==> src/rtl/life_pkg.sv <==
// Shared types for the Game of Life generation sequencer: board geometry,
// the packed board type and the sequencer state encoding.
package life_pkg;

    localparam int BOARD_N    = 16;
    localparam int BOARD_BITS = BOARD_N * BOARD_N;

    // Row-major board: [row][col]
    typedef logic [BOARD_N-1:0][BOARD_N-1:0] board_t;

    // Encoding is visible on state_o, so the values are fixed
    typedef enum logic [2:0] {
        ST_IDLE   = 3'd0,
        ST_LOAD   = 3'd1,
        ST_RUN    = 3'd2,
        ST_STEP   = 3'd3,
        ST_SETTLE = 3'd4,
        ST_STILL  = 3'd5
    } seq_state_t;

endpackage

==> src/rtl/life_edge_det.sv <==
// Single-bit rising-edge detector. The history register clears on reset, so
// a request held through reset produces exactly one event after release.
module life_edge_det (
    input  logic clk_i,
    input  logic rst_ni,
    input  logic req_i,
    output logic evt_o
);

    logic req_q;

    // Remember last cycle's request level
    always_ff @(posedge clk_i or negedge rst_ni) begin
        if (!rst_ni) req_q <= 1'b0;
        else         req_q <= req_i;
    end

    assign evt_o = req_i & ~req_q;

endmodule

==> src/rtl/life_sequencer.sv <==
// Generation controller for the 16x16 Game of Life board. Converts run /
// step / load requests into single-cycle load_en and gen_en strobes for a
// full-rate gameboard, paces free-running evolution with a tick counter and
// counts generations (saturating).
// Optional still-life halt: define LIFE_STILL_DETECT_EN to add the board
// snapshot and comparator so SETTLE can park the sequencer in STILL.
module life_sequencer
    import life_pkg::*;
#(
    parameter int PERIOD = 25000000,
    parameter int CNT_W  = 16
) (
    input  logic                  clk,
    input  logic                  reset,
    input  logic                  run,
    input  logic                  step_req,
    input  logic                  load_req,
    input  logic [BOARD_BITS-1:0] board_in,
    output logic                  load_en,
    output logic                  gen_en,
    output logic [CNT_W-1:0]      gen_count,
    output logic                  halted,
    output logic [2:0]            state_o
);

    localparam int TICK_W = $clog2(PERIOD);
    localparam logic [TICK_W-1:0] TICK_LAST = TICK_W'(PERIOD - 1);

    seq_state_t        state_q, state_d;
    logic [TICK_W-1:0] tick_q, tick_d;
    logic [CNT_W-1:0]  cnt_q, cnt_d;
    logic              step_evt, load_evt;
    logic              still_hit;

    life_edge_det u_step_edge (
        .clk_i  (clk),
        .rst_ni (reset),
        .req_i  (step_req),
        .evt_o  (step_evt)
    );

    life_edge_det u_load_edge (
        .clk_i  (clk),
        .rst_ni (reset),
        .req_i  (load_req),
        .evt_o  (load_evt)
    );

`ifdef LIFE_STILL_DETECT_EN
    board_t snap_q;

    // Capture the pre-step board while gen_en is high
    always_ff @(posedge clk or negedge reset) begin
        if (!reset)                  snap_q <= '0;
        else if (state_q == ST_STEP) snap_q <= board_t'(board_in);
    end

    // In SETTLE board_in already holds the post-step generation
    assign still_hit = (board_t'(board_in) == snap_q);
    assign halted    = (state_q == ST_STILL);
`else
    logic unused_board;

    assign unused_board = ^board_in;
    assign still_hit    = 1'b0;
    assign halted       = 1'b0;
`endif

    // Next-state, tick pacing and generation counter update
    always_comb begin
        state_d = state_q;
        tick_d  = tick_q;
        cnt_d   = cnt_q;
        case (state_q)
            ST_IDLE: begin
                tick_d = '0;
                if (load_evt)      state_d = ST_LOAD;
                else if (step_evt) state_d = ST_STEP;
                else if (run)      state_d = ST_RUN;
            end
            ST_LOAD: begin
                cnt_d   = '0;
                state_d = ST_IDLE;
            end
            ST_RUN: begin
                // Dropping run wins over an expiring tick; step is ignored here
                if (load_evt) begin
                    tick_d  = '0;
                    state_d = ST_LOAD;
                end else if (!run) begin
                    tick_d  = '0;
                    state_d = ST_IDLE;
                end else if (tick_q == TICK_LAST) begin
                    tick_d  = '0;
                    state_d = ST_STEP;
                end else begin
                    tick_d = tick_q + 1'b1;
                end
            end
            ST_STEP: begin
                cnt_d   = (cnt_q == {CNT_W{1'b1}}) ? cnt_q : cnt_q + 1'b1;
                state_d = ST_SETTLE;
            end
            ST_SETTLE: begin
                if (load_evt)       state_d = ST_LOAD;
                else if (still_hit) state_d = ST_STILL;
                else if (run)       state_d = ST_RUN;
                else                state_d = ST_IDLE;
            end
            ST_STILL: begin
                if (load_evt) state_d = ST_LOAD;
            end
            default: begin
                tick_d  = '0;
                state_d = ST_IDLE;
            end
        endcase
    end

    // State, tick and counter registers
    always_ff @(posedge clk or negedge reset) begin
        if (!reset) begin
            state_q <= ST_IDLE;
            tick_q  <= '0;
            cnt_q   <= '0;
        end else begin
            state_q <= state_d;
            tick_q  <= tick_d;
            cnt_q   <= cnt_d;
        end
    end

    // Moore outputs: strobes last exactly the one cycle spent in their state
    assign load_en   = (state_q == ST_LOAD);
    assign gen_en    = (state_q == ST_STEP);
    assign gen_count = cnt_q;
    assign state_o   = state_q;

endmodule

==> config.mk <==
export PLATFORM = sky130hd
export DESIGN_NAME = life_sequencer
export DESIGN_NICKNAME = d
export VERILOG_FILES = /design/src/rtl/life_pkg.sv /design/src/rtl/life_edge_det.sv /design/src/rtl/life_sequencer.sv
export SDC_FILE = /design/constraint.sdc
export NUM_CORES = 1
export LEC_CHECK = 0
export CORE_MARGIN = 8
export CORE_UTILIZATION = 30
export DETAILED_ROUTE_END_ITERATION = 7
export HOLD_SLACK_MARGIN = 0.05
export PLACE_DENSITY = 0.81
export REMOVE_ABC_BUFFERS = 1
export SETUP_SLACK_MARGIN = 0.02
export SLEW_MARGIN = 20
export SYNTH_ARGS = -nofsm -noshare
export SYNTH_HDL_FRONTEND = slang
export SYNTH_SLANG_ARGS = --single-unit
==> constraint.sdc <==
create_clock -name clk -period 2.25 [get_ports clk]
set_clock_uncertainty 0.2 [all_clocks]
set_input_delay 0.45 -clock clk [delete_from_list [all_inputs] [get_ports clk]]
set_output_delay 0.45 -clock clk [all_outputs]
set_load 0.1 [all_outputs]
==> impl_metrics.xml <==
<?xml version="1.0" encoding="UTF-8"?>
<metrics>
  <group name="synth">
    <metric name="share_of_yosys_cell_area_claimed_by_the_top_area_cell_type" unit="%">39.9</metric>
    <metric name="asyncSetResetFlopFracSynth" unit="%">100</metric>
    <metric name="post-synth-top-area-cell" unit="">sky130_fd_sc_hd__dfrtp_1</metric>
    <metric name="synthMostInstantiatedCell" unit="">sky130_fd_sc_hd__dfrtp_1</metric>
    <metric name="yosysWarningCount" unit="">0</metric>
    <metric name="postSynthAreaPerCell" unit="µm²">9.42</metric>
    <metric name="synth.area.top_cells" unit="">sky130_fd_sc_hd__dfrtp_1 (40%), sky130_fd_sc_hd__a21oi_1 (3.6%), sky130_fd_sc_hd__nand2_1 (3.6%)</metric>
    <metric name="mappedNetlistArea" unit="µm²">2880</metric>
    <metric name="synth_cells" unit="">306</metric>
    <metric name="synth-edff-count" unit="">0</metric>
    <metric name="postSynthRegisterBits" unit="">46</metric>
    <metric name="ys_top_cells_by_count" unit="">sky130_fd_sc_hd__dfrtp_1 (46), sky130_fd_sc_hd__nand2_1 (28), sky130_fd_sc_hd__a21oi_1 (21)</metric>
    <metric name="count_of_different_cell_masters_after_synthesis" unit="">63</metric>
    <metric name="synth_seq_area_share" unit="%">39.9</metric>
    <metric name="main_flop_type_after_synthesis" unit="">sky130_fd_sc_hd__dfrtp_1</metric>
  </group>
  <group name="routing">
    <metric name="routed-via-count" unit="">2751</metric>
    <metric name="drt_iter0_markers" unit="">288</metric>
    <metric name="wl_per_cell" unit="µm">15.6</metric>
    <metric name="post_drt_via_cell_ratio" unit="">5.68</metric>
    <metric name="route.antenna.remaining_nets" unit="">0</metric>
    <metric name="postRouteWirelength" unit="µm">7560</metric>
    <metric name="drt_pass1_iterations" unit="">5</metric>
    <metric name="drcViolationCount" unit="">0</metric>
  </group>
  <group name="worst_setup_path">
    <metric name="worst_setup_path_start_kind" unit="">flop</metric>
    <metric name="critical_path_arrival" unit="ps">1520</metric>
    <metric name="rr_worst_depth" unit="">4</metric>
    <metric name="critPathRequiredTime" unit="ps">1600</metric>
    <metric name="crit-reg2reg-launch" unit="">gen_count[8]$_DFFE_PN0P_</metric>
    <metric name="worst_setup_path_end_kind" unit="">output pin</metric>
    <metric name="worstPathMaxFanout" unit="">11</metric>
    <metric name="timing_worst_setup_path_type" unit="">reg -&gt; out</metric>
    <metric name="worstReg2RegEnd" unit="">gen_count[4]$_DFFE_PN0P_</metric>
    <metric name="setup.reg_to_reg.worst_slack" unit="ps">130</metric>
    <metric name="setup.worst_path.start" unit="">state_o[2]$_DFFE_PN0P_</metric>
  </group>
  <group name="placed_design">
    <metric name="pre_cts_ws" unit="ps">-22.7</metric>
    <metric name="port_buffers" unit="">25</metric>
    <metric name="dpl.hpwl" unit="µm">5580</metric>
    <metric name="globalplace.congestion" unit="">0.862</metric>
  </group>
  <group name="floorplan">
    <metric name="placeableCoreArea" unit="µm²">9280</metric>
    <metric name="die-height" unit="µm">114</metric>
    <metric name="die_w" unit="µm">114</metric>
    <metric name="die_area" unit="µm²">13000</metric>
    <metric name="ioPinCount" unit="">283</metric>
    <metric name="start_util" unit="%">31.1</metric>
    <metric name="fp-row-count" unit="">35</metric>
  </group>
  <group name="run">
    <metric name="drv_cap" unit="">0</metric>
  </group>
  <group name="clocking">
    <metric name="cts.root.buffer_cell" unit="">sky130_fd_sc_hd__clkbuf_8</metric>
    <metric name="cts_inserted_buffers" unit="">5</metric>
    <metric name="cts_tree" unit="">built</metric>
    <metric name="cts-root-to-sink-buffers" unit="">2</metric>
    <metric name="cts.sink_count" unit="">46</metric>
    <metric name="worst_setup_hold_path_clk_slew" unit="ps">90</metric>
    <metric name="post_cts_buffers" unit="">0</metric>
    <metric name="cts_max_level" unit="">2</metric>
    <metric name="clk-insertion-delay-late" unit="ps">310</metric>
  </group>
  <group name="sta">
    <metric name="final-setup-viol-count" unit="">0</metric>
    <metric name="timing.setup.tns" unit="ps">0</metric>
    <metric name="grt_setup_unrepaired" unit="">true</metric>
    <metric name="timing.final.crit_period" unit="ps">2170</metric>
    <metric name="hold_violations" unit="">0</metric>
    <metric name="layout_setup_ws" unit="ps">75.6</metric>
    <metric name="slew_at_the_pin_with_the_worst_max_slew_slack" unit="ps">630</metric>
    <metric name="finalMaxSlewViolations" unit="">0</metric>
    <metric name="timing.slew.headroom" unit="%">57.9</metric>
    <metric name="maxClockFrequency" unit="MHz">460</metric>
    <metric name="post-route-period-util" unit="%">96.6</metric>
  </group>
  <group name="min_path">
    <metric name="hold_path_startpoint" unit="">tick_q[0]$_DFFE_PN0N_</metric>
    <metric name="holdPathEnd" unit="">tick_q[0]$_DFFE_PN0N_</metric>
    <metric name="hold_depth" unit="">1</metric>
    <metric name="hp-class" unit="">reg -&gt; reg</metric>
  </group>
  <group name="cells_and_area">
    <metric name="share_of_layout_cells_above_drive_strength_1" unit="%">23.4</metric>
    <metric name="layout.nets" unit="">617</metric>
    <metric name="n_antenna_cell" unit="">0</metric>
    <metric name="post-route-util" unit="%">40.4</metric>
    <metric name="area_growth" unit="%">30.0</metric>
  </group>
  <group name="global_routing">
    <metric name="grt_start_max_net_pins" unit="">47</metric>
    <metric name="global_route_wire_length_before_repair" unit="µm">12800</metric>
    <metric name="grtUsageTotal" unit="%">11.9</metric>
    <metric name="grt_remaining_overflow" unit="">0</metric>
    <metric name="number_of_antenna_violations_at_the_first_check_in_global_routing" unit="">0</metric>
    <metric name="first_global_vias" unit="">2649</metric>
  </group>
  <group name="power_and_ir_drop">
    <metric name="power.share.combinational" unit="%">51.6</metric>
    <metric name="total_power" unit="µW">3220</metric>
    <metric name="vdd_ir_drop_max" unit="mV">0.612</metric>
    <metric name="power.static_leakage" unit="µW">0.00146</metric>
    <metric name="power_density_relative_to_cell_area" unit="nW/µm²">859</metric>
    <metric name="sequentialPowerShare" unit="%">30.3</metric>
    <metric name="netSwitchingPower" unit="µW">1480</metric>
    <metric name="p_int" unit="µW">1730</metric>
    <metric name="power.share.switching" unit="%">46.1</metric>
    <metric name="p_clk_share" unit="%">18.0</metric>
  </group>
  <group name="outcome">
    <metric name="outcome" unit="">completed</metric>
  </group>
</metrics>
## cell usage in the layout, fill, tap and decap left out, drive strengths merged, types with 9 or more instances in the layout
cell and n:
o31ai 12, or4 12, a21oi 21, nand4 9
dfrtp 46, o21ai 13, nand2 29, a22oi 13
buf 55, nand3 17, nor3 9, or3 12
nor2 11
## power by group through the flow
| stage | Combinational [µW] | Clock [µW] | Sequential (µW) |
|---|---|---|---|
| after global placement | 1610 | 0 | 980 |
| after global routing | 1740 | 614 | 986 |
| after floorplan | 549 | 0 | 1370 |
| after detailed placement | 1640 | 0 | 986 |
| after CTS | 1650 | 586 | 974 |
| final | 1660 | 581 | 976 |
## cells by family after synthesis
| family | Yosys count | share of synthesized area, % |
|---|---|---|
| buffers and inverters | 25 | 5.08 |
| other | 1 | 0.130 |
| and+or+nand+nor | 136 | 29.1 |
| adders and majority gates | 2 | 0.868 |
| AOI/OAI and AO/OA | 90 | 23.1 |
| DFF | 46 | 39.9 |
| xor gates and xnor gates | 6 | 1.82 |
## flip-flops by register name (all words and copies together), names as in the netlist
name / cells
state_o: 3
u_step_edge.req_q: 1
u_load_edge.req_q: 1
gen_count: 16
tick_q: 25
## critical path, cell delays in order (launching register included)
cell and delay [ps]:
sky130_fd_sc_hd__dfrtp_1 460, sky130_fd_sc_hd__nand2b_2 320, sky130_fd_sc_hd__nor2_2 230, sky130_fd_sc_hd__buf_12 210
## repair_timing
item,CTS,global route
gates cloned,0,0
hold buffers,1,0
endpoints found under the hold margin,38,0
resized for setup,2,0
setup endpoints to repair,2,1
## final cells by class
type,instances,area (µm²)
sequential,46,1150
inverter,7,26.3
tap,129,161
clock buffer,7,96.3
multi-input combinational,235,1590
fill,926,5540
timing repair buffer,59,713
clock inverter,1,8.76
## worst max path at each step
stage	slack (ps)	to	cells past startpoint
final	80	load_en	3
after global routing	10	gen_count[3]$_DFFE_PN0P_	4
after CTS	80	gen_en	3
after detailed placement	-20	tick_q[16]$_DFFE_PN0N_	6
after global placement	30	tick_q[14]$_DFFE_PN0N_	6
after floorplan	-1590	load_en	2
## per-stage QoR
step / cells / hold WS, ps / instance area [µm²]
floorplan: 288 / -45.6 / 2760
global placement: 475 / 305 / 3630
detailed placement: 475 / 331 / 3630
CTS: 484 / 346 / 3750
global route: 484 / 381 / 3750
finish: 484 / 345 / 3750
## per-layer routing
metal | GRT usage [%] | up-vias | routed length (µm)
met2 | 20.7 | 93 | 3880
li1 | - | 1285 | -
met1 | 14.5 | 1361 | 3250
met5 | 0 | - | 0
met3 | 2.43 | 12 | 359
met4 | 3.19 | 0 | 76
Note: power is estimated with default switching activity, not from simulation.
